$ cat src/rtl/kronos_wb_sched.sv
// Write-back scheduler: shares the regfile write port between EX and LD results,
// tracks pending writes and raises decode stalls. Optional bypass: KRONOS_WB_BYPASS_EN.
module kronos_wb_sched #(
  parameter int unsigned STARVE_MAX = 32'd4
) (
  input  logic        clk,
  input  logic        rstz,
  input  logic        flush,
  input  logic        issue_vld,
  input  logic        issue_rdy,
  input  logic        issue_regwr,
  input  logic [4:0]  issue_rd,
  input  logic        rs1_en,
  input  logic        rs2_en,
  input  logic [4:0]  rs1,
  input  logic [4:0]  rs2,
  output logic        stall,
  input  logic        ex_vld,
  output logic        ex_rdy,
  input  logic [4:0]  ex_rd,
  input  logic [31:0] ex_data,
  input  logic        ld_vld,
  output logic        ld_rdy,
  input  logic [4:0]  ld_rd,
  input  logic [31:0] ld_data,
  output logic        regwr_en,
  output logic [4:0]  regwr_sel,
  output logic [31:0] regwr_data,
  output logic        fwd1,
  output logic        fwd2,
  output logic [31:0] fwd_data,
  output logic        sb_err
);

  localparam int unsigned CNT_W = $clog2(STARVE_MAX + 32'd1);
  localparam logic [CNT_W-1:0] CNT_MAX = CNT_W'(STARVE_MAX);
  localparam logic [CNT_W-1:0] CNT_ONE = CNT_W'(32'd1);

  logic [31:0]      pending_r;
  logic [31:0]      pending_s;
  logic [CNT_W-1:0] starve_cnt_r;
  logic [CNT_W-1:0] starve_cnt_s;
  logic             sb_err_r;
  logic             sb_err_s;
  logic             regwr_en_r;
  logic [4:0]       regwr_sel_r;
  logic [31:0]      regwr_data_r;

  logic             ld_win_s;
  logic             ex_win_s;
  logic [4:0]       win_rd_s;
  logic [31:0]      win_data_s;
  logic             commit_s;

  logic             raw1_s;
  logic             raw2_s;
  logic             waw_s;
  logic             hit1_s;
  logic             hit2_s;
  logic             hitw_s;
  logic             stall_s;
  logic             fire_s;

  // Grant: LD wins ties unless EX has already lost STARVE_MAX cycles in a row.
  always_comb begin
    ld_win_s     = 1'b0;
    ex_win_s     = 1'b0;
    win_rd_s     = ex_rd;
    win_data_s   = ex_data;
    starve_cnt_s = starve_cnt_r;
    if (ld_vld && !(ex_vld && (starve_cnt_r == CNT_MAX))) begin
      ld_win_s   = 1'b1;
      win_rd_s   = ld_rd;
      win_data_s = ld_data;
    end else if (ex_vld) begin
      ex_win_s = 1'b1;
    end else begin
      ld_win_s = 1'b0;
    end
    if (!ex_vld || ex_win_s) begin
      starve_cnt_s = {CNT_W{1'b0}};
    end else if (ld_win_s && (starve_cnt_r != CNT_MAX)) begin
      starve_cnt_s = starve_cnt_r + CNT_ONE;
    end else begin
      starve_cnt_s = starve_cnt_r;
    end
  end

  assign commit_s = (ex_win_s | ld_win_s) & (win_rd_s != 5'd0);

  // Hazard detection; with bypass, a register committing this cycle is not a hazard.
  always_comb begin
    raw1_s = rs1_en & pending_r[rs1] & (rs1 != 5'd0);
    raw2_s = rs2_en & pending_r[rs2] & (rs2 != 5'd0);
    waw_s  = issue_vld & issue_regwr & (issue_rd != 5'd0) & pending_r[issue_rd];
`ifdef KRONOS_WB_BYPASS_EN
    hit1_s = regwr_en_r & (regwr_sel_r == rs1);
    hit2_s = regwr_en_r & (regwr_sel_r == rs2);
    hitw_s = regwr_en_r & (regwr_sel_r == issue_rd);
`else
    hit1_s = 1'b0;
    hit2_s = 1'b0;
    hitw_s = 1'b0;
`endif
    stall_s = (raw1_s & ~hit1_s) | (raw2_s & ~hit2_s) | (waw_s & ~hitw_s);
    fire_s  = issue_vld & issue_rdy & ~flush & ~stall_s;
  end

  // Scoreboard update: commit clears first, a same-edge issue set then wins.
  always_comb begin
    pending_s = pending_r;
    sb_err_s  = sb_err_r;
    if (regwr_en_r) begin
      if (!pending_r[regwr_sel_r]) begin
        sb_err_s = 1'b1;
      end else begin
        sb_err_s = sb_err_r;
      end
      pending_s[regwr_sel_r] = 1'b0;
    end else begin
      pending_s = pending_r;
    end
    if (fire_s && issue_regwr && (issue_rd != 5'd0)) begin
      pending_s[issue_rd] = 1'b1;
    end else begin
      sb_err_s = sb_err_s;
    end
  end

  // State and registered write-port outputs.
  always_ff @(posedge clk or negedge rstz) begin
    if (!rstz) begin
      pending_r    <= 32'd0;
      starve_cnt_r <= {CNT_W{1'b0}};
      sb_err_r     <= 1'b0;
      regwr_en_r   <= 1'b0;
      regwr_sel_r  <= 5'd0;
      regwr_data_r <= 32'd0;
    end else begin
      pending_r    <= pending_s;
      starve_cnt_r <= starve_cnt_s;
      sb_err_r     <= sb_err_s;
      regwr_en_r   <= commit_s;
      if (commit_s) begin
        regwr_sel_r  <= win_rd_s;
        regwr_data_r <= win_data_s;
      end
    end
  end

  assign ex_rdy     = rstz & ex_win_s;
  assign ld_rdy     = rstz & ld_win_s;
  assign stall      = rstz & stall_s;
  assign fwd1       = rstz & raw1_s & hit1_s;
  assign fwd2       = rstz & raw2_s & hit2_s;
  assign regwr_en   = regwr_en_r;
  assign regwr_sel  = regwr_sel_r;
  assign regwr_data = regwr_data_r;
  assign sb_err     = sb_err_r;
`ifdef KRONOS_WB_BYPASS_EN
  assign fwd_data   = regwr_data_r;
`else
  assign fwd_data   = 32'd0;
`endif

endmodule

$ cat config.mk
export PLATFORM = sky130hd
export DESIGN_NAME = kronos_wb_sched
export DESIGN_NICKNAME = d
export VERILOG_FILES = /design/src/rtl/kronos_wb_sched.sv
export SDC_FILE = /design/constraint.sdc
export NUM_CORES = 1
export LEC_CHECK = 0
export CORE_MARGIN = 5
export CORE_UTILIZATION = 46
export CTS_BUF_LIST = sky130_fd_sc_hd__clkbuf_16
export CTS_CLUSTER_DIAMETER = 120
export DETAILED_ROUTE_END_ITERATION = 8
export PLACE_DENSITY_LB_ADDON = 0.3
export RECOVER_POWER = 50
export SYNTH_ARGS = -nofsm -noshare
export SYNTH_HDL_FRONTEND = slang
export SYNTH_SLANG_ARGS = --single-unit
$ cat constraint.sdc
create_clock -name clk -period 2.74 [get_ports clk]
set_clock_uncertainty 0.15 [all_clocks]
set_input_delay 0.274 -clock clk [delete_from_list [all_inputs] [get_ports clk]]
set_output_delay 0.274 -clock clk [all_outputs]
set_load 0.02 [all_outputs]
; Word-level counts from Yosys, hierarchy flattened
; Index checks and enable logic that the tools add are counted.
[word_totals]
ff_bits = 74
latch_bits = 0
ramBits = 0
romBits = 0
input_bits = 99
output_inout_bits = 76
mem_count = 0
[classes]
addsub = 1
multipliers = 0
n_div = 0
n_lt_le_gt_ge = 6
n_eq_ne = 2
shifts = 0
muxes = 21
n_bitwise = 23
reduce_logical = 16
[op_table]
columns = operator, n
row1 = 32-bit two-way mux, 3
row2 = 32-bit bitwise AND, 1
row3 = 32-bit inverter, 1
row4 = 32-bit bitwise OR, 1
row5 = 5-bit by 6-bit less-than comparator with 1-bit output (second input constant), 4
row6 = 1-bit binary-select mux with 5-bit select, 4
row7 = 5-bit nonzero test, 4
row8 = 1-bit bitwise AND, 14
row9 = 1-bit demux with 5-bit select, 2
row10 = 5-bit by 1-bit greater-or-equal comparator with 1-bit output (second input constant), 2
row11 = 1-bit two-way mux, 9
row12 = 1-bit logical AND, 7
row13 = 3-bit two-way mux, 2
row14 = 5-bit two-way mux, 1
row15 = 3-bit by 1-bit adder with 3-bit output (second input constant), 1
row16 = 3-bit equality test (second input constant), 1
row17 = 3-bit != test (second input constant), 1
row18 = 1-bit inverter, 3
row19 = 1-bit bitwise OR, 3
row20 = 1-bit logical NOT, 2
row21 = 2-bit AND reduction, 1
row22 = 2-bit nonzero test, 1
row23 = 1-bit logical OR, 1

; Longest topological paths before layout
; Gate-level depths: netlist of run 1.
[logic_depth]
word_depth = 11
mapped_depth = 10

; Worst setup path after synthesis of run 1
; Ideal clock, no wire load.
[synth_path]
path_type = input to output
start = in rs1[0]
end = out stall
arrival_time_ps = 2042
required_ps = 2316
setup_slack_ps = 274
stages = 7
n_path_buf = 2
cell_sequence = buf_6 -> mux4_1 -> and3_1 -> o41ai_1 -> o2bb2ai_2 -> buf_6 -> o21a_1
[synth_via]
elab_chain_len = 7
elab_cells_between_ends = 8
classes_between = 2 x mux / 5 x bitwise / 1 x reduce/logical
[synth_lines]
columns = element, line_no
row1 = "start, declared", 15  ; input logic [4:0] rs1,
row2 = 1-bit binary-select mux with 5-bit select, 93  ; raw1_s = rs1_en & pending_r[rs1] & (rs1 != 5'd0);
row3 = 1-bit two-way mux (implied by the code), 93
row4 = 1-bit bitwise AND, 93
row5 = 1-bit bitwise AND (*), 93
row6 = 1-bit bitwise OR (*) (2 in series), 105  ; stall_s = (raw1_s & ~hit1_s) | (raw2_s & ~hit2_s) | (waw_s & ~hitw_s);
row7 = 1-bit bitwise AND (*), 153  ; assign stall = rstz & stall_s;
row8 = "end, declared", 17  ; output logic stall,
; Every way passes the cells marked *; elsewhere a longest branch is shown, timed or not. The select of a mux whose other input is x is not followed.

; Worst setup path in the final report of run 1
[layout_path]
start = reg pending_r[28]
end = out stall
[layout_via]
elab_chain_len = 7
elab_cells_between_ends = 14
classes_between = 6 x mux / 8 x bitwise
[layout_lines]
columns = element, line_no
row1 = "start, declared", 39  ; logic [31:0] pending_r;
row2 = "start signal, assigned", 140  ; pending_r <= pending_s;
row3 = 1-bit binary-select mux with 5-bit select (on tied branches), "93, 94"
row4 = 1-bit two-way mux (on tied branches), "93, 94"
row5 = 1-bit bitwise AND (on tied branches) (2 in series), "93, 94"
row6 = 1-bit bitwise OR, 105
row7 = 1-bit bitwise OR (*), 105
row8 = 1-bit bitwise AND (*), 153
; Marks and branches as above.

==> out/qor_table.md, run 1 <==
| Stage | Parameter | Value |
| --- | --- | --- |
| yosys | Count leader, synth | dfrtp_1 |
| global routing | Largest net degree at the start of global routing | 65 |
| power | Leakage Power | 3.00 nW |
| floorplanning | Standard-cell rows | 38 |
| clock tree | CTS HTree Levels | 3 |
| power | Switching power of the nets | 1.81 mW |
| sta | Final critical path time including I/O delays and setup | 2.75 ns |
| setup path | Category of the worst setup path launch point | register |
| sta | RSZ-0062 raised after global routing | true |
| routing | Antenna Nets Post-Route | 0 |
| placed design | HPWL Detailed | 12,300 µm |
| global routing | Via count of the first global-routing pass | 4,993 |
| setup path | Cell count of the worst reg-to-reg path | 7 |
| floorplanning | Chip Height | 115 µm |
| finish | Number of inserted diodes | 0 |
| power | P_int | 3.11 mW |
| power | Fraction of power spent switching nets | 0.367 |
| routing | Routed via count | 5,046 |
| yosys | Unique masters post-synth | 50 |
| placed design | RD Place Congestion | 1.00 |
| clock tree | Cell at the root of the clock tree | clkbuf_16 |
| yosys | Commonest register cell after synthesis | dfrtp_1 |
| finish | NumNets Final | 795 |
| yosys | Ys async rst share | 1.00 |
| placed design | Area post-placement | 0.00677 mm² |
| sta | Slew @ Worst Pin | 1.02 ns |
| finish | Summed area of non-filler cells in the final layout | 0.00720 mm² |
| yosys | Count of state elements after synthesis | 74 |
| yosys | Avg Inst Size Synth | 9.70 µm² |
| global routing | Overall global routing resource usage | 0.266 |
| routing | Number of vias per cell after detailed routing | 6.02 |
| global routing | Initial antenna violation count | 0 |
| sta | Worst Slack Setup Final | -0.00667 ns |
| clock tree | Clock sink count | 74 |
| floorplanning | Placeable Area | 0.0108 mm² |
| yosys | Sequential element share of the synthesized area | 0.368 |
| placed design | Number of I/O port buffers | 140 |
| yosys | Post-Synth Adder-Cell Area | 0.00498 |
| setup path | Largest driver fanout on the critical path | 2 |
| routing | Iteration-0 DRC Markers | 445 |
| clock tree | Maximum root-to-sink buffer count | 2 |
| yosys | Leading post-synthesis cells by cell area | dfrtp_1 37%, mux4_2 9.4%, o31ai_2 7.2%, nand2_1 5.4%, buf_4 5.1% |
| finish | Synth-to-layout area growth | 43.2% |
| yosys | Cell count after synthesis | 518 |
| yosys | Proportion of synthesized area in mux cells | 0.160 |
| yosys | Main combinational cell family by area after synthesis | compound AO/OA/AOI/OAI gates |
| yosys | Synth Area in XOR/XNOR | 0.00174 |
| job | Number of maximum-capacitance violations | 0 |
| floorplanning | I/O pin total | 175 |
| clock tree | Clock slew at the register clock pins of the worst setup and hold paths | 0.06 ns |
| power | Relative contribution of sequential cells to total power | 0.344 |
| yosys | Number of enable-type register cells in the synthesized netlist | 0 |
| routing | Residual DRC count | 0 |
| yosys | Synth warnings | 0 |
| routing | Number of search-and-repair iterations in the first detailed-routing pass | 9 |
| yosys | Cell accounting for the most synthesized area | dfrtp_1 |
| setup path | CP Class | register to primary output |
| setup path | Worst endpoint data arrival time | 2.32 ns |
| power | Worst VDD drop | 0.337 mV |
| routing | Wire length per cell | 20.6 µm |
| global routing | Global-route wire length before repair | 27,100 µm |
| placed design | Worst slack at placement | -0.762 ns |
| power | Clock network fraction of design power | 0.214 |
| setup path | Kind of end point of the critical path | primary output |
| power | Comb pwr share | 0.442 |
| sta | Post-Route Setup TNS | -0.00667 ns |
| yosys | Area of the mapped netlist | 0.00503 mm² |
| finish | Fillers | 835 |
| floorplanning | Die outline area | 0.0131 mm² |
| floorplanning | Die X-Extent | 115 µm |
| power | Areal power density over the cells | 683 mW/mm² |
| floorplanning | Initial cell density of the core | 0.466 |
| yosys | Post-synth top cells | 74 x dfrtp_1, 72 x nand2_1, 43 x nor2_1, 37 x nand3_1, 34 x buf_4 |
| finish | Final standard cell utilization of the core | 0.667 |
| min path | Class of the tightest hold or removal check | primary input to asynchronous set/reset pin |
| finish | Share of cells above drive strength 1 | 0.223 |
| sta | Max-slew violation count | 0 |
| sta | Hold violation count in the final report | 0 |
| clock tree | TritonCTS clock tree | yes |
| clock tree | Clock latency of the later-clocked register in the worst-skew pair | 0.34 ns |
| clock tree | Num CTS Buffers | 9 |
| sta | Setup violations, final | 1 |
| yosys | Synth top area share | 0.368 |
| global routing | Final global-route overflow total | 0 |
| sta | FMAX | 364 MHz |
| yosys | Complex-gate fraction of the synthesized area | 0.186 |
| routing | Sum of routed wire length over all layers | 17,200 µm |
| yosys | Area fraction in and, or, nand and nor cells after synthesis | 0.182 |
| sta | Fin crit share | 1.00 |
| status | Violations in the final reports | setup timing |
| sta | Max-Slew Margin vs Limit | 0.321 |
| setup path | Worst EP required | 2.32 ns |
| status | Result of the run | finished, violations left |
## final cells by class
| class | instances | area, µm² | area share |
|---|---|---|---|
| Clock buffer | 9 | 225 | 0.0313 |
| Tap cell | 140 | 175 | 0.0243 |
| Timing Repair Buffer | 207 | 1990 | 0.276 |
| Inverter | 6 | 22.5 | 0.00313 |
| Clock inverter | 6 | 36.3 | 0.00504 |
| Sequential cell | 74 | 1860 | 0.258 |
| Multi-Input combinational cell | 396 | 2900 | 0.402 |
## final timing paths
path	startpoint	endpoint	slack, ns
setup / recovery	pending_r[28]$_DFF_PN0_	stall	-0.007
hold reg to reg	sb_err$_DFFE_PN0P_	sb_err$_DFFE_PN0P_	0.31
setup reg to reg	pending_r[28]$_DFF_PN0_	pending_r[31]$_DFF_PN0_	0.18
min in group clk	sb_err$_DFFE_PN0P_	sb_err$_DFFE_PN0P_	0.31
max in group asynchronous	rstz	pending_r[24]$_DFF_PN0_	0.86
hold / removal	rstz	regwr_data[3]$_DFFE_PN0P_	0.23
## logic make-up after synthesis
family                   after synthesis
AO/OA/AOI/OAI                        120
XOR/XNOR                               1
adder cells (fa/ha/maj)                2
buffers and inverters                 81
flip-flops                            74
multiplexers                          44
other                                  1
AND/OR/NAND/NOR                      195
## sequential cells by signal, indices dropped and copies added, names as in the netlist
signal / cells
sb_err: 1
starve_cnt_r: 3
pending_r: 32
regwr_sel: 5
regwr_en: 1
regwr_data: 32
## power groups by stage
stage               sequential (mW)  clock, mW  combinational, mW
finish                         1.69       1.05               2.18
global route                   1.70       1.12               2.30
global placement               1.67          0               1.94
CTS                            1.66       1.07               2.13
detailed placement             1.70          0               1.99
floorplan                      1.67          0               1.10
## what timing repair did
action / in CTS / in global routing
gates cloned: 1 / 0
hold buffers: 1 / 0
endpoints found under the setup margin: 32 / 1
setup buffers: 8 / 0
pin swaps: 4 / 1
resized for setup: 29 / 7
endpoints found under the hold margin: 16 / 0
## through the flow
stage | std cells | hold WS (ns) | power (mW)
after global routing | 838 | 0.236 | 5.13
after floorplan | 551 | -0.172 | 2.77
final | 838 | 0.227 | 4.92
after global placement | 813 | 0.0373 | 3.62
after detailed placement | 813 | 0.0343 | 3.69
after CTS | 838 | 0.228 | 4.87
## placed cells by master, fill, tap and decap left out, types with 3 or more instances in the layout
master           Yosys  final
dfrtp_2              0      3
mux2i_1             14     14
nor2b_1              8      8
o31ai_2             29     29
conb_1               1     34
nor2_1              43     43
buf_6                4      5
buf_12               0      4
dlygate4sd2_1        0      4
and3b_1              4      4
nand3_1             37     37
buf_4               34     56
a21oi_1              5      5
clkdlybuf4s50_1      0    113
nor3_1               3      3
inv_1                6      7
nand3b_1             7      7
dfrtp_1             74     71
nand2_1             72     72
o21ai_0             32     32
mux4_2              21     26
nor3b_1              3      3
and3_1               8      6
clkbuf_16            0      9
dlygate4sd3_1        0     21
a22oi_2              0      3
a31oi_1             33     33
## routing by layer
metal  routed length, µm  global-route usage  share of wire
met1                6240               0.333           0.36
met2                8200               0.424           0.48
met3                1910              0.0714           0.11
met4                 886               0.134          0.051
met5                   0                   0              0
## critical path, cell delays in order (launching register included)
cell,delay [ns]
dfrtp_1,0.42
mux4_2,0.49
and3_4,0.19
o41ai_4,0.32
buf_4,0.17
o2bb2ai_4,0.05
o21a_4,0.21
buf_6,0.13
No activity file was read; power rests on OpenSTA's default activity.
==> run 2, diff against run 1 <==
CORE_MARGIN = unset   (was 5)
MAX_ROUTING_LAYER = met4   (was unset)
==> run 2 against run 1 <==
  * Cell count up 0.60%
  * Critical endpoint unchanged
  * Non-clock buffer count up 6
  * Register-to-register slack worse by 0.07 ns
  * Global-route usage up 4.8 points
  * Hold slack better by 0.079 ns
  * Sequential share of layout area up 0.072 points
  * Highest routed layer unchanged
  * Via count down 1.2%
  * Fmax down 2.9%
  * Die area down 13%
  * The run still ends with setup timing left
  * First-iteration DRC count down 21%
==> out/qor_table.md, run 2 (synthesized netlist as in run 1, its figures left out) <==
| Stage | Parameter | Value |
| --- | --- | --- |
| clock tree | Clock slew at the register clock pins of the worst setup and hold paths | 0.06 ns |
| floorplanning | Standard-cell rows | 37 |
| global routing | Via count of the first global-routing pass | 5,021 |
| floorplanning | Placeable Area | 0.0105 mm² |
| routing | Sum of routed wire length over all layers | 16,400 µm |
| finish | Most frequent standard cell in the layout excluding fill and tap cells | clkdlybuf4s50_1 |
| routing | Residual DRC count | 0 |
| power | P_int | 3.11 mW |
| sta | Worst Slack Setup Final | -0.0883 ns |
| routing | Wire length per cell | 19.5 µm |
| finish | NumNets Final | 801 |
| routing | Iteration-0 DRC Markers | 352 |
| clock tree | TritonCTS clock tree | yes |
| status | Result of the run | finished, violations left |
| setup path | Largest driver fanout on the critical path | 7 |
| placed design | Number of I/O port buffers | 140 |
| routing | Met1 wire length | 6160 µm |
| setup path | Startpoint of the worst setup timing path | rs2[2] |
| power | Switching power of the nets | 1.79 mW |
| finish | Fillers | 845 |
| floorplanning | Chip Height | 107 µm |
| job | Number of maximum-capacitance violations | 0 |
| power | Areal power density over the cells | 683 mW/mm² |
| clock tree | Num CTS Buffers | 9 |
| routing | Wire length on met3 | 1630 µm |
| power | Worst VDD drop | 0.323 mV |
| finish | Share of cells above drive strength 1 | 0.217 |
| power | Clock network fraction of design power | 0.218 |
| global routing | Global-route wire length before repair | 26,200 µm |
| sta | RSZ-0062 raised after global routing | true |
| finish | Synth-to-layout area growth | 42.7% |
| routing | Number of vias per cell after detailed routing | 5.91 |
| setup path | Kind of end point of the critical path | primary output |
| global routing | Final global-route overflow total | 0 |
| placed design | Placed Cells | 820 |
| setup path | Worst EP required | 2.32 ns |
| clock tree | Clock sink count | 74 |
| setup path | CP cell instances | clkdlybuf4s50_1 > buf_4 > nor2b_1 > a2111oi_1 > and4b_1 > o311a_1 > o21a_1 > buf_6 |
| floorplanning | Die outline area | 0.0113 mm² |
| routing | Antenna Nets Post-Route | 0 |
| power | PnR Total Power | 4.90 mW |
| clock tree | Maximum root-to-sink buffer count | 2 |
| sta | Setup violations, final | 1 |
| sta | FMAX | 354 MHz |
| setup path | Worst reg2reg startpoint | pending_r[15]$_DFF_PN0_ |
| routing | Number of search-and-repair iterations in the first detailed-routing pass | 6 |
| placed design | HPWL Detailed | 12,000 µm |
| setup path | CP max-delay cell | clkdlybuf4s50_1 |
| finish | Final standard cell count with taps included and fillers excluded | 843 |
| power | Leakage Power | 3.02 nW |
| clock tree | Clock latency of the later-clocked register in the worst-skew pair | 0.33 ns |
| status | Violations in the final reports | setup timing |
| power | Fraction of power spent switching nets | 0.366 |
| global routing | Overall global routing resource usage | 0.314 |
| routing | Highest routed metal layer | met4 |
| sta | Max-Slew Margin vs Limit | 0.0793 |
| power | Relative contribution of sequential cells to total power | 0.348 |
| setup path | Highest cell delay on the worst timing path | 0.51 ns |
| clock tree | Cell at the root of the clock tree | clkbuf_16 |
| setup path | Top cell family by delay on the critical path | compound AO/OA/AOI/OAI gates |
| setup path | Category of the worst setup path launch point | primary input |
| min path | Startpoint of the tightest hold check path | starve_cnt_r[0]$_DFFE_PN0P_ |
| placed design | RD Place Congestion | 1.01 |
| sta | Hold violation count in the final report | 0 |
| sta | Fin crit share | 1.03 |
| finish | Final standard cell utilization of the core | 0.686 |
| finish | Highest-count cells in the layout ignoring fill and taps | 113 x clkdlybuf4s50_1, 72 x nand2_1, 72 x dfrtp_1 |
| routing | Routed via count | 4,985 |
| min path | Class of the tightest hold or removal check | register to register |
| setup path | WP buf/inv | 3 |
| routing | Detailed-routed wire length on met2 | 8110 µm |
| floorplanning | Initial cell density of the core | 0.480 |
| clock tree | CTS HTree Levels | 3 |
| floorplanning | Die X-Extent | 107 µm |
| sta | Slew @ Worst Pin | 1.38 ns |
| global routing | Initial antenna violation count | 2 |
| sta | Final critical path time including I/O delays and setup | 2.83 ns |
| floorplanning | I/O pin total | 175 |
| setup path | Worst endpoint data arrival time | 2.40 ns |
| power | Comb pwr share | 0.434 |
| setup path | CP Class | primary input to primary output |
| sta | Max-slew violation count | 0 |
| global routing | Largest net degree at the start of global routing | 50 |
==> run 2: path summary, 6_finish.rpt <==
check | end | cells after the start | slack, ns
worst max register to register | pending_r[16]$_DFF_PN0_ | 7 | 0.11
worst max-delay path | stall | 8 | -0.09
min in group asynchronous | starve_cnt_r[1]$_DFFE_PN0P_ | 2 | 0.35
worst min register to register | starve_cnt_r[0]$_DFFE_PN0P_ | 1 | 0.31
max in group asynchronous | pending_r[29]$_DFF_PN0_ | 3 | 0.33
worst min-delay path | starve_cnt_r[0]$_DFFE_PN0P_ | 1 | 0.31
==> run 2: what timing repair did <==
item,in CTS,in global routing
resized for setup,20,1
pin swaps,6,0
hold buffers,1,0
setup endpoints to repair,4,1
endpoints found under the hold margin,27,0
setup buffers,4,0
cloned,1,0
==> run 2: final cells by class <==
type                    count  area, µm²  share of cell area
diodes                      2       5.00            0.000698
clock inverters             7       43.8             0.00611
clock buffers               9        225              0.0314
inverters                   6       22.5             0.00314
flip-flops and latches     74       1850               0.259
multi-input cells         396       2860               0.399
repair buffers            213       1990               0.278
well taps                 136        170              0.0237
==> run 2: through the flow <==
| stage | cell area [µm²] | hold slack, ns | setup slack (ns) | TNS, ns |
|---|---|---|---|---|
| 4_1_cts | 7180 | 0.161 | -0.00334 | -0.00334 |
| 6_report | 7170 | 0.307 | -0.0883 | -0.0883 |
| 3_5_place_dp | 6830 | -0.0426 | -0.660 | -9.80 |
| 3_3_place_gp | 6830 | -0.0381 | -0.705 | -10.52 |
| 5_1_grt | 7170 | 0.327 | -0.144 | -0.144 |
| 2_1_floorplan | 5150 | -0.172 | 0.274 | 0 |
==> run 2: power by group through the flow <==
stage	sequential [mW]	combinational [mW]	clock [mW]
2_1_floorplan	1.67	1.10	0
3_3_place_gp	1.69	1.99	0
3_5_place_dp	1.71	2.03	0
4_1_cts	1.68	2.11	1.08
5_1_grt	1.72	2.26	1.13
6_report	1.70	2.13	1.07
==> run 2: layer usage <==
| layer | global-route usage | vias up |
|---|---|---|
| li1 | - | 2212 |
| met1 | 0.380 | 2360 |
| met5 | - | - |
| met4 | 0.145 | 0 |
| met3 | 0.0736 | 59 |
| met2 | 0.500 | 354 |
==> run 2: worst reg2reg max path: cells and delay by family, from the launching register on <==
kind                   cells  cell delay (ns)
flip-flops                 1             0.44
buffers and inverters      2             0.45
AO/OA/AOI/OAI              3             0.70
multiplexers               2             0.77
==> run 3, diff against run 2 <==
ABC_AREA = 1   (was unset)
CORE_UTILIZATION = 65   (was 46)
DONT_BUFFER_PORTS = 1   (was unset)
clock period = 3.6 ns   (was 2.74 ns; I/O delays follow)
==> run 3 against run 2 <==
  * Clock power fell by 13%
  * Cell count rose by 11%
  * Sequential share of layout area rose by 7.6 points
  * Sequential power fell by 14%
  * Synthesized cell count rose by 63%
  * The run ends with capacitance limit, slew limit left
  * Clock-buffer cell count did not move
  * Synthesized area rose by 8.3%
  * Via count rose by 7.5%
  * Hold slack got worse by 0.24 ns
==> out/qor_table.md, run 3 <==
| Stage | Parameter | Value |
| --- | --- | --- |
| status | Result of the run | finished, violations left |
| status | Violations in the final reports | capacitance limit, slew limit |
| finish | Highest-count cells in the layout ignoring fill and taps | 383 x nand2_1, 74 x dfrtp_1, 73 x inv_1 |
| sta | Max-slew violation count | 75 |
| finish | Synth-to-layout area growth | 1.63% |
| yosys | Count of state elements after synthesis | 74 |
| finish | Fillers | 726 |
| yosys | Avg Inst Size Synth | 6.46 µm² |
| setup path | Worst endpoint data arrival time | 2.69 ns |
| floorplanning | Placeable Area | 0.00818 mm² |
| placed design | Number of I/O port buffers | 0 |
| global routing | Initial antenna violation count | 0 |
| clock tree | Clock slew at the register clock pins of the worst setup and hold paths | 0.05 ns |
| job | Number of maximum-capacitance violations | 1 |
| setup path | Largest driver fanout on the critical path | 39 |
| setup path | CP Class | register to register |
| yosys | Leading post-synthesis cells by cell area | dfrtp_1 34%, nand2_1 26%, nand3_1 6.0%, buf_4 5.2%, inv_1 5.0% |
| sta | Post-Route Setup TNS | 0 ns |
| global routing | Global-route wire length before repair | 23,900 µm |
| routing | Routed via count | 5,360 |
| finish | Most frequent standard cell in the layout excluding fill and tap cells | nand2_1 |
| min path | Class of the tightest hold or removal check | primary input to register |
| setup path | Cell count of the worst reg-to-reg path | 13 |
| floorplanning | Die X-Extent | 93.5 µm |
| sta | RSZ-0062 raised after global routing | false |
| finish | Number of inserted diodes | 0 |
| yosys | Post-synth top cells | 383 x nand2_1, 74 x dfrtp_1, 73 x inv_1, 65 x nand3_1, 53 x nor2_1 |
| yosys | Area of the mapped netlist | 0.00544 mm² |
| clock tree | Cell at the root of the clock tree | clkbuf_16 |
| floorplanning | Die outline area | 0.00875 mm² |
| yosys | Ys async rst share | 1.00 |
| finish | Summed area of non-filler cells in the final layout | 0.00553 mm² |
| clock tree | CTS HTree Levels | 3 |
| global routing | Final global-route overflow total | 0 |
| yosys | Cell count after synthesis | 843 |
| sta | FMAX | 384 MHz |
| setup path | Worst EP required | 3.69 ns |
| global routing | Via count of the first global-routing pass | 4,648 |
| min path | Worst Hold Endpoint | starve_cnt_r[1]$_DFFE_PN0P_ |
| sta | Setup violations, final | 0 |
| placed design | RD Place Congestion | 0.955 |
| global routing | Largest net degree at the start of global routing | 75 |
| sta | Fin crit share | 0.722 |
| floorplanning | Standard-cell rows | 33 |
| yosys | Number of enable-type register cells in the synthesized netlist | 0 |
| routing | Number of vias per cell after detailed routing | 5.74 |
| sta | Final critical path time including I/O delays and setup | 2.60 ns |
| routing | Wire length per cell | 16.5 µm |
| yosys | Commonest register cell after synthesis | dfrtp_1 |
| yosys | Count leader, synth | nand2_1 |
| finish | Share of cells above drive strength 1 | 0.0579 |
| routing | Antenna Nets Post-Route | 0 |
| finish | NumNets Final | 925 |
| sta | Hold violation count in the final report | 0 |
| yosys | Cell accounting for the most synthesized area | dfrtp_1 |
| floorplanning | Chip Height | 93.5 µm |
| clock tree | Num CTS Buffers | 9 |
| clock tree | Clock latency of the later-clocked register in the worst-skew pair | 0.33 ns |
| power | Leakage Power | 2.93 nW |
| placed design | HPWL Detailed | 11,200 µm |
| routing | Iteration-0 DRC Markers | 556 |
| yosys | Unique masters post-synth | 33 |
| power | PnR Total Power | 3.36 mW |
| power | Worst VDD drop | 0.379 mV |
| routing | Residual DRC count | 0 |
| floorplanning | Initial cell density of the core | 0.666 |
| yosys | Synth top area share | 0.340 |
| global routing | Overall global routing resource usage | 0.371 |
| setup path | Endpoint of the worst register-to-register path | regwr_sel[3]$_DFFE_PN0P_ |
| power | Areal power density over the cells | 608 mW/mm² |
| min path | Cell depth of the worst min-delay path | 2 |
| yosys | Sequential element share of the synthesized area | 0.340 |
| setup path | Category of the worst setup path launch point | register |
| sta | Max-Slew Margin vs Limit | -0.213 |
| clock tree | Post-CTS Setup Inserts | 0 |
| routing | Number of search-and-repair iterations in the first detailed-routing pass | 5 |
| clock tree | Maximum root-to-sink buffer count | 2 |
| min path | Startpoint of the tightest hold check path | ex_vld |
| setup path | Worst reg2reg startpoint | starve_cnt_r[0]$_DFFE_PN0P_ |
| setup path | Kind of end point of the critical path | register |
| finish | Final standard cell utilization of the core | 0.677 |
| clock tree | Clock sink count | 74 |
| setup path | Reg-to-reg slack, setup | 1.0 ns |
| floorplanning | I/O pin total | 175 |
| routing | Sum of routed wire length over all layers | 15,400 µm |
| clock tree | TritonCTS clock tree | yes |
| sta | Slew @ Worst Pin | 1.82 ns |
| yosys | Synth warnings | 0 |
| placed design | Area post-placement | 0.00521 mm² |
[run 3: changes by cell type in the layout (fill, tap and decap cells not counted), sizes merged, moves of 16 or more]
cell,previous run,this run
a31oi,33,1
o21ai,32,48
nand3,37,85
o31ai,31,0
dlygate4sd3,21,1
clkdlybuf4s50,113,0
mux4,27,0
buf,70,4
inv,7,77
nand2,72,383
[run 3: kinds of logic (layout without fill, tap and decap cells)]
group                      count (synthesis)  in the layout  share of synthesized area
DFF                                       74             74                      0.340
and+or+nand+nor                          545            545                      0.423
xor gates and xnor gates                   1              1                    0.00161
other                                      1             34                   0.000689
adders and majority gates                  2              2                    0.00460
muxes                                      1              1                    0.00184
buffers and inverters                    147            100                      0.151
AOI/OAI and AO/OA                         72             72                     0.0777
[run 3: layer usage]
metal  track usage  share of wire  vias to the layer above  routed length (µm)
li1              -              -                     2545                   -
met1         0.482           0.39                     2429                5960
met2         0.549           0.46                      336                7020
met3        0.0821           0.11                       50                1730
met4         0.186          0.044                        0                 680
met5             -              0                        -                   0
[run 3: worst max-delay path, cell delays in order (launching register included)]
cell	delay (ns)
dfrtp_1	0.37
inv_1	0.06
ha_1	0.20
nand3_1	0.08
nand2_1	0.07
inv_2	0.44
nand2_1	0.13
nand2_1	0.14
nor3_2	0.06
nand3_1	0.08
o21ai_2	0.07
inv_2	0.44
nand2_1	0.12
o21ai_0	0.10
[run 3: metrics by stage]
stage	instances	hold slack, ns	worst slack [ns]
floorplan	876	-0.0856	1.43
global placement	916	-0.0845	1.21
detailed placement	916	-0.0847	1.04
CTS	934	0.0613	1.01
global route	934	0.0839	0.682
finish	934	0.0705	0.999
[run 3: area by class of cell]
| class | instances | area (µm²) | share of cell area |
|---|---|---|---|
| Timing Repair Buffer | 6 | 45.0 | 0.00814 |
| Inverter | 78 | 294 | 0.0531 |
| Tap cell | 105 | 131 | 0.0237 |
| Multi-Input combinational cell | 655 | 2900 | 0.524 |
| Clock buffer | 9 | 225 | 0.0407 |
| Sequential cell | 74 | 1850 | 0.335 |
| Clock inverter | 7 | 83.8 | 0.0152 |
[run 3: power by group]
group          internal (mW)  switching [mW]  leakage, nW  total, mW
Sequential              1.05           0.408        0.903       1.46
Combinational          0.303           0.674         1.88      0.976
Clock                  0.598           0.330        0.148      0.928
Total                   1.95            1.41         2.93       3.36
[run 3: worst max-delay path by stage]
stage,startpoint,endpoint,cells past startpoint
finish,starve_cnt_r[0]$_DFFE_PN0P_,regwr_sel[3]$_DFFE_PN0P_,13
floorplan,rs2[0],stall,13
CTS,starve_cnt_r[0]$_DFFE_PN0P_,regwr_sel[3]$_DFFE_PN0P_,13
detailed placement,starve_cnt_r[0]$_DFFE_PN0P_,regwr_sel[3]$_DFFE_PN0P_,13
global route,starve_cnt_r[0]$_DFFE_PN0P_,regwr_sel[3]$_DFFE_PN0P_,13
global placement,starve_cnt_r[0]$_DFFE_PN0P_,regwr_sel[3]$_DFFE_PN0P_,12
[run 3: repair_timing]
| action | 4_1_cts | 5_1_grt |
|---|---|---|
| hold buffers | 2 | 0 |
| endpoints found under the hold margin | 74 | 0 |
| gates resized for setup | 0 | 0 |
==> RTL change 1, RTL diff (settings of run 3) <==
The option `KRONOS_WB_BYPASS_EN` is turned on by a define.
--- a/src/rtl/kronos_wb_sched.sv
+++ b/src/rtl/kronos_wb_sched.sv
@@ -2,2 +2,4 @@
 // tracks pending writes and raises decode stalls. Optional bypass: KRONOS_WB_BYPASS_EN.
+`define KRONOS_WB_BYPASS_EN
+
 module kronos_wb_sched #(
Check against the original RTL: not equivalent (Yosys sat finds a counterexample within 4 cycles, from zero or initial values and one cycle with rstz low).
==> RTL change 1 against run 3 <==
  * The flow still finishes with violations (capacitance limit, slew limit)
  * Sequential cell count is the same
  * Total power is 0.72% higher
  * Largest power group unchanged
  * Design area decreased by 0.86%
  * Area after synthesis down 0.92%
  * Wire length up 11%
  * Global-route usage is 5.3 points higher
  * Clock power grew 8%
  * Combinational power is 3.9% lower
  * Cell count decreased by 1.8%
  * Worst setup slack lost 210 ps
==> RTL change 1: results <==
metrics = {
    "route": {
        "post_drt_wl_per_cell_um": 18.63,
        "first_pass_iters": 7,
        "drt-initial-drc-count": 709,
        "vias": 5676,
        "route.layer.met1.wl_um": 6412,
        "wl_met3_um": 1654,
        "met2_length_um": 8296,
    },
    "setup_path": {
        "slowest_stage": "dfrtp_1",
        "critPathMaxFanout": 10,
        "reg2reg_depth": 11,
        "max_stage_delay_ps": 720,
        "path_delay_family": "flip-flops",
    },
    "final_layout": {
        "syn_to_final_growth_pct": 1.693,
        "multi_input_area_um2": 2808,
        "fill_cells": 688,
        "clk_share_pct": 5.953,
        "buffer_area_share_pct": 1.095,
        "n_sequential_cell": 74,
        "nNonClkBuffers": 8,
        "register_area_um2": 1852,
    },
    "synthesis": {
        "synthCells": 860,
        "yosysSeqAreaShare_pct": 34.33,
        "synth_cell_types": 32,
        "synth_compound_gate_area_share_pct": 10.51,
        "synth_xor_area_share_pct": 0.4871,
        "synthTopCellsByCount": "nand2_1, nand3_1, inv_1",
    },
    "power_and_ir_drop": {
        "irDropWorstVdd_v": 0.0004916,
        "static-leakage-power_nw": 2.892,
    },
    "sta": {
        "hold_ws_ps": 31.53,
        "layout_worst_path_cycle_share_pct": 77.97,
        "relSlewSlack_pct": -21.43,
        "slew_violations": 75,
    },
    "cts": {
        "path_clk_slew_ps": 70,
    },
    "run_status": {
        "violations": "capacitance limit, slew limit",
        "status": "finished, violations left",
    },
    "grt": {
        "met3_usage_pct": 9.350,
        "grt_pass1_wl_um": 27430,
        "grt.total_usage_pct": 42.41,
        "first_global_vias": 5568,
        "grtUsageMet1_pct": 50.50,
    },
    "place": {
        "dp_cells": 899,
        "io_buffer_count": 0,
        "placed_cell_area_um2": 5144,
        "globalplace.congestion": 1.012,
        "dp_hpwl_um": 11780,
    },
    "die": {
        "die_area_um2": 8667,
    },
    "job": {
        "drv_cap": 1,
    },
    "hold_path": {
        "worstHoldEndpoint": "starve_cnt_r[2]",
    },
}
RTL change 1: changes by cell type in the layout (fill, tap and decap cells not counted), moves of 5 or more:
cell / change
inv_1: +5
nand3_1: +15
nand3_2: -20
nand2_1: -27
nor2_1: +12
a21oi_1: +15
o21ai_1: -6
o22ai_1: +7
conb_1: -34
RTL change 1: power breakdown:
group / switching, W / internal (W) / leakage, nW / total [W]
registers: 0.000397 / 0.00105 / 0.906 / 0.00145
logic: 0.000634 / 0.000304 / 1.83 / 0.000938
clock network: 0.000390 / 0.000615 / 0.158 / 0.00100
RTL change 1: worst max-delay path by stage:
stage	startpoint	to	depth (start not counted)
3_5_place_dp	starve_cnt_r[0]	fwd_data[1]	11
2_1_floorplan	regwr_sel[3]	fwd2	6
3_3_place_gp	issue_rd[1]	pending_r[1]	14
6_report	regwr_sel[3]	stall	10
5_1_grt	starve_cnt_r[0]	fwd_data[4]	11
4_1_cts	regwr_sel[3]	stall	10
==> RTL change 2, RTL diff (config.mk and constraints of run 3) <==
Without the edit above. Register the output `sb_err` once more, without a reset; this adds one clock of latency there. The other outputs are not delayed to match.
--- a/src/rtl/kronos_wb_sched.sv
+++ b/src/rtl/kronos_wb_sched.sv
@@ -158,3 +158,5 @@
   assign regwr_data = regwr_data_r;
-  assign sb_err     = sb_err_r;
+  always_ff @(posedge clk) begin
+    sb_err <= sb_err_r;
+  end
 `ifdef KRONOS_WB_BYPASS_EN
Formal check against the unedited RTL: not equivalent (a bounded check fails within 4 cycles, from zero or initial values and one cycle with rstz low).
==> RTL change 2 against run 3 <==
  * Critical path depth down 2
  * Sequential cell count grew 1
  * Sequential share of layout area is 0.096 points higher
  * Area after synthesis increased by 0.37%
  * Wire length up 2.2%
  * Design area up 0.79%
  * Core utilization grew 0.54 points
  * The flow still finishes with violations (capacitance limit, slew limit)
  * Worst setup slack got worse by 340 ps
  * Total power increased by 1.6%
  * Combinational power is 0.9% higher
==> RTL change 2: results <==
metrics = {
    "hold_path": {
        "hp-class": "in -> reg",
    },
    "grt": {
        "antenna_found_initial": 0,
        "first_global_vias": 4798,
        "grt.total_usage_pct": 37.72,
        "gr-usage-met2_pct": 58.03,
        "grtUsageMet1_pct": 49.22,
        "grt_pass1_wl_um": 24320,
        "met3_usage_pct": 7.039,
    },
    "power_and_ir_drop": {
        "irDropWorstVdd_v": 0.0003522,
        "p_int_w": 0.001979,
        "static-leakage-power_nw": 2.951,
    },
    "setup_path": {
        "reg2reg_depth": 11,
        "max_stage_delay_ps": 470,
        "critPathLaunchType": "register",
        "critPathMaxFanout": 38,
        "worstPathArrival_ps": 3010,
    },
    "place": {
        "dp_hpwl_um": 11310,
        "dp_slack_ps": 784.8,
        "io_buffer_count": 0,
        "globalplace.congestion": 1.028,
    },
    "route": {
        "vias": 5363,
        "drt-initial-drc-count": 503,
        "post_drt_wl_per_cell_um": 16.80,
    },
    "final_layout": {
        "drive_above_1_share_pct": 6.137,
        "fill_cells": 751,
        "insertedDiodeCount": 0,
        "nets": 927,
    },
    "cts": {
        "htree_levels": 3,
        "path_clk_slew_ps": 70,
        "root_buffer": "clkbuf_16",
    },
    "sta": {
        "worst_pin_slew_ps": 1796,
        "slew_violations": 75,
    },
    "run_status": {
        "status": "finished, violations left",
        "violations": "capacitance limit, slew limit",
    },
    "synthesis": {
        "synth_area_leaders": "dfrtp_1, nand2_1, nand3_1",
        "async_reset_ff_share_pct": 98.67,
        "synth_cell_types": 34,
        "yosys_warnings": 0,
        "synthTopCellsByCount": "nand2_1, dfrtp_1, inv_1",
        "yosysSeqAreaShare_pct": 34.26,
    },
    "job": {
        "drv_cap": 1,
    },
}
RTL change 2: worst paths after layout:
path | to | slack, ps
max | regwr_data[29] | 660
min | starve_cnt_r[1] | 50
max reg2reg | regwr_data[29] | 660
min reg2reg | sb_err | 240
max in group asynchronous | pending_r[27] | 1310
min in group asynchronous | regwr_data[29] | 910
RTL change 2: routing by layer:
layer | vias up | part of all wire [%] | routed length, µm
met4 | 0 | 3.4 | 535
met2 | 322 | 47 | 7378
li1 | 2544 | - | -
met1 | 2458 | 40 | 6255
met3 | 39 | 9.9 | 1552
met5 | - | 0 | 0
RTL change 2: stage by stage:
step | area (µm²) | std cells
after detailed placement | 5236 | 918
after CTS | 5599 | 936
after floorplan | 5588 | 877
after global placement | 5236 | 918
after global routing | 5577 | 936
final | 5577 | 936
RTL change 2: critical path: cells and delay by family (launching register included):
kind	cells	cell delay, ps
fa+ha+maj	1	160
simple gates	5	590
flops	1	400
buf+inv	3	890
mux	1	310
compound gates	1	300
RTL change 2: cell type report:
| class | instances | area [µm²] | share of cell area [%] |
|---|---|---|---|
| flip-flops and latches | 75 | 1872 | 33.57 |
| well taps | 105 | 131.4 | 2.356 |
| clock inverters | 7 | 100.1 | 1.795 |
| multi-input cells | 655 | 2902 | 52.03 |
| clock buffers | 9 | 225.2 | 4.039 |
| inverters | 78 | 294.0 | 5.273 |
| repair buffers | 7 | 52.55 | 0.9423 |
RTL change 2: kinds of logic after synthesis:
family	after synthesis	share of synthesized area, %
flops	75	34.26
other cells	1	0.06863
simple gates	545	42.13
compound gates	72	7.740
fa+ha+maj	2	0.4579
buf+inv	147	15.00
xor+xnor	1	0.1603
mux	1	0.1832
RTL change 2: power by group through the flow:
stage               clock (W)  sequential [W]  combinational [W]
floorplan                   0         0.00129           0.000790
global route          0.00103         0.00146            0.00111
detailed placement          0         0.00144           0.000945
CTS                  0.000985         0.00143           0.000975
global placement            0         0.00143           0.000919
finish               0.000982         0.00145           0.000985
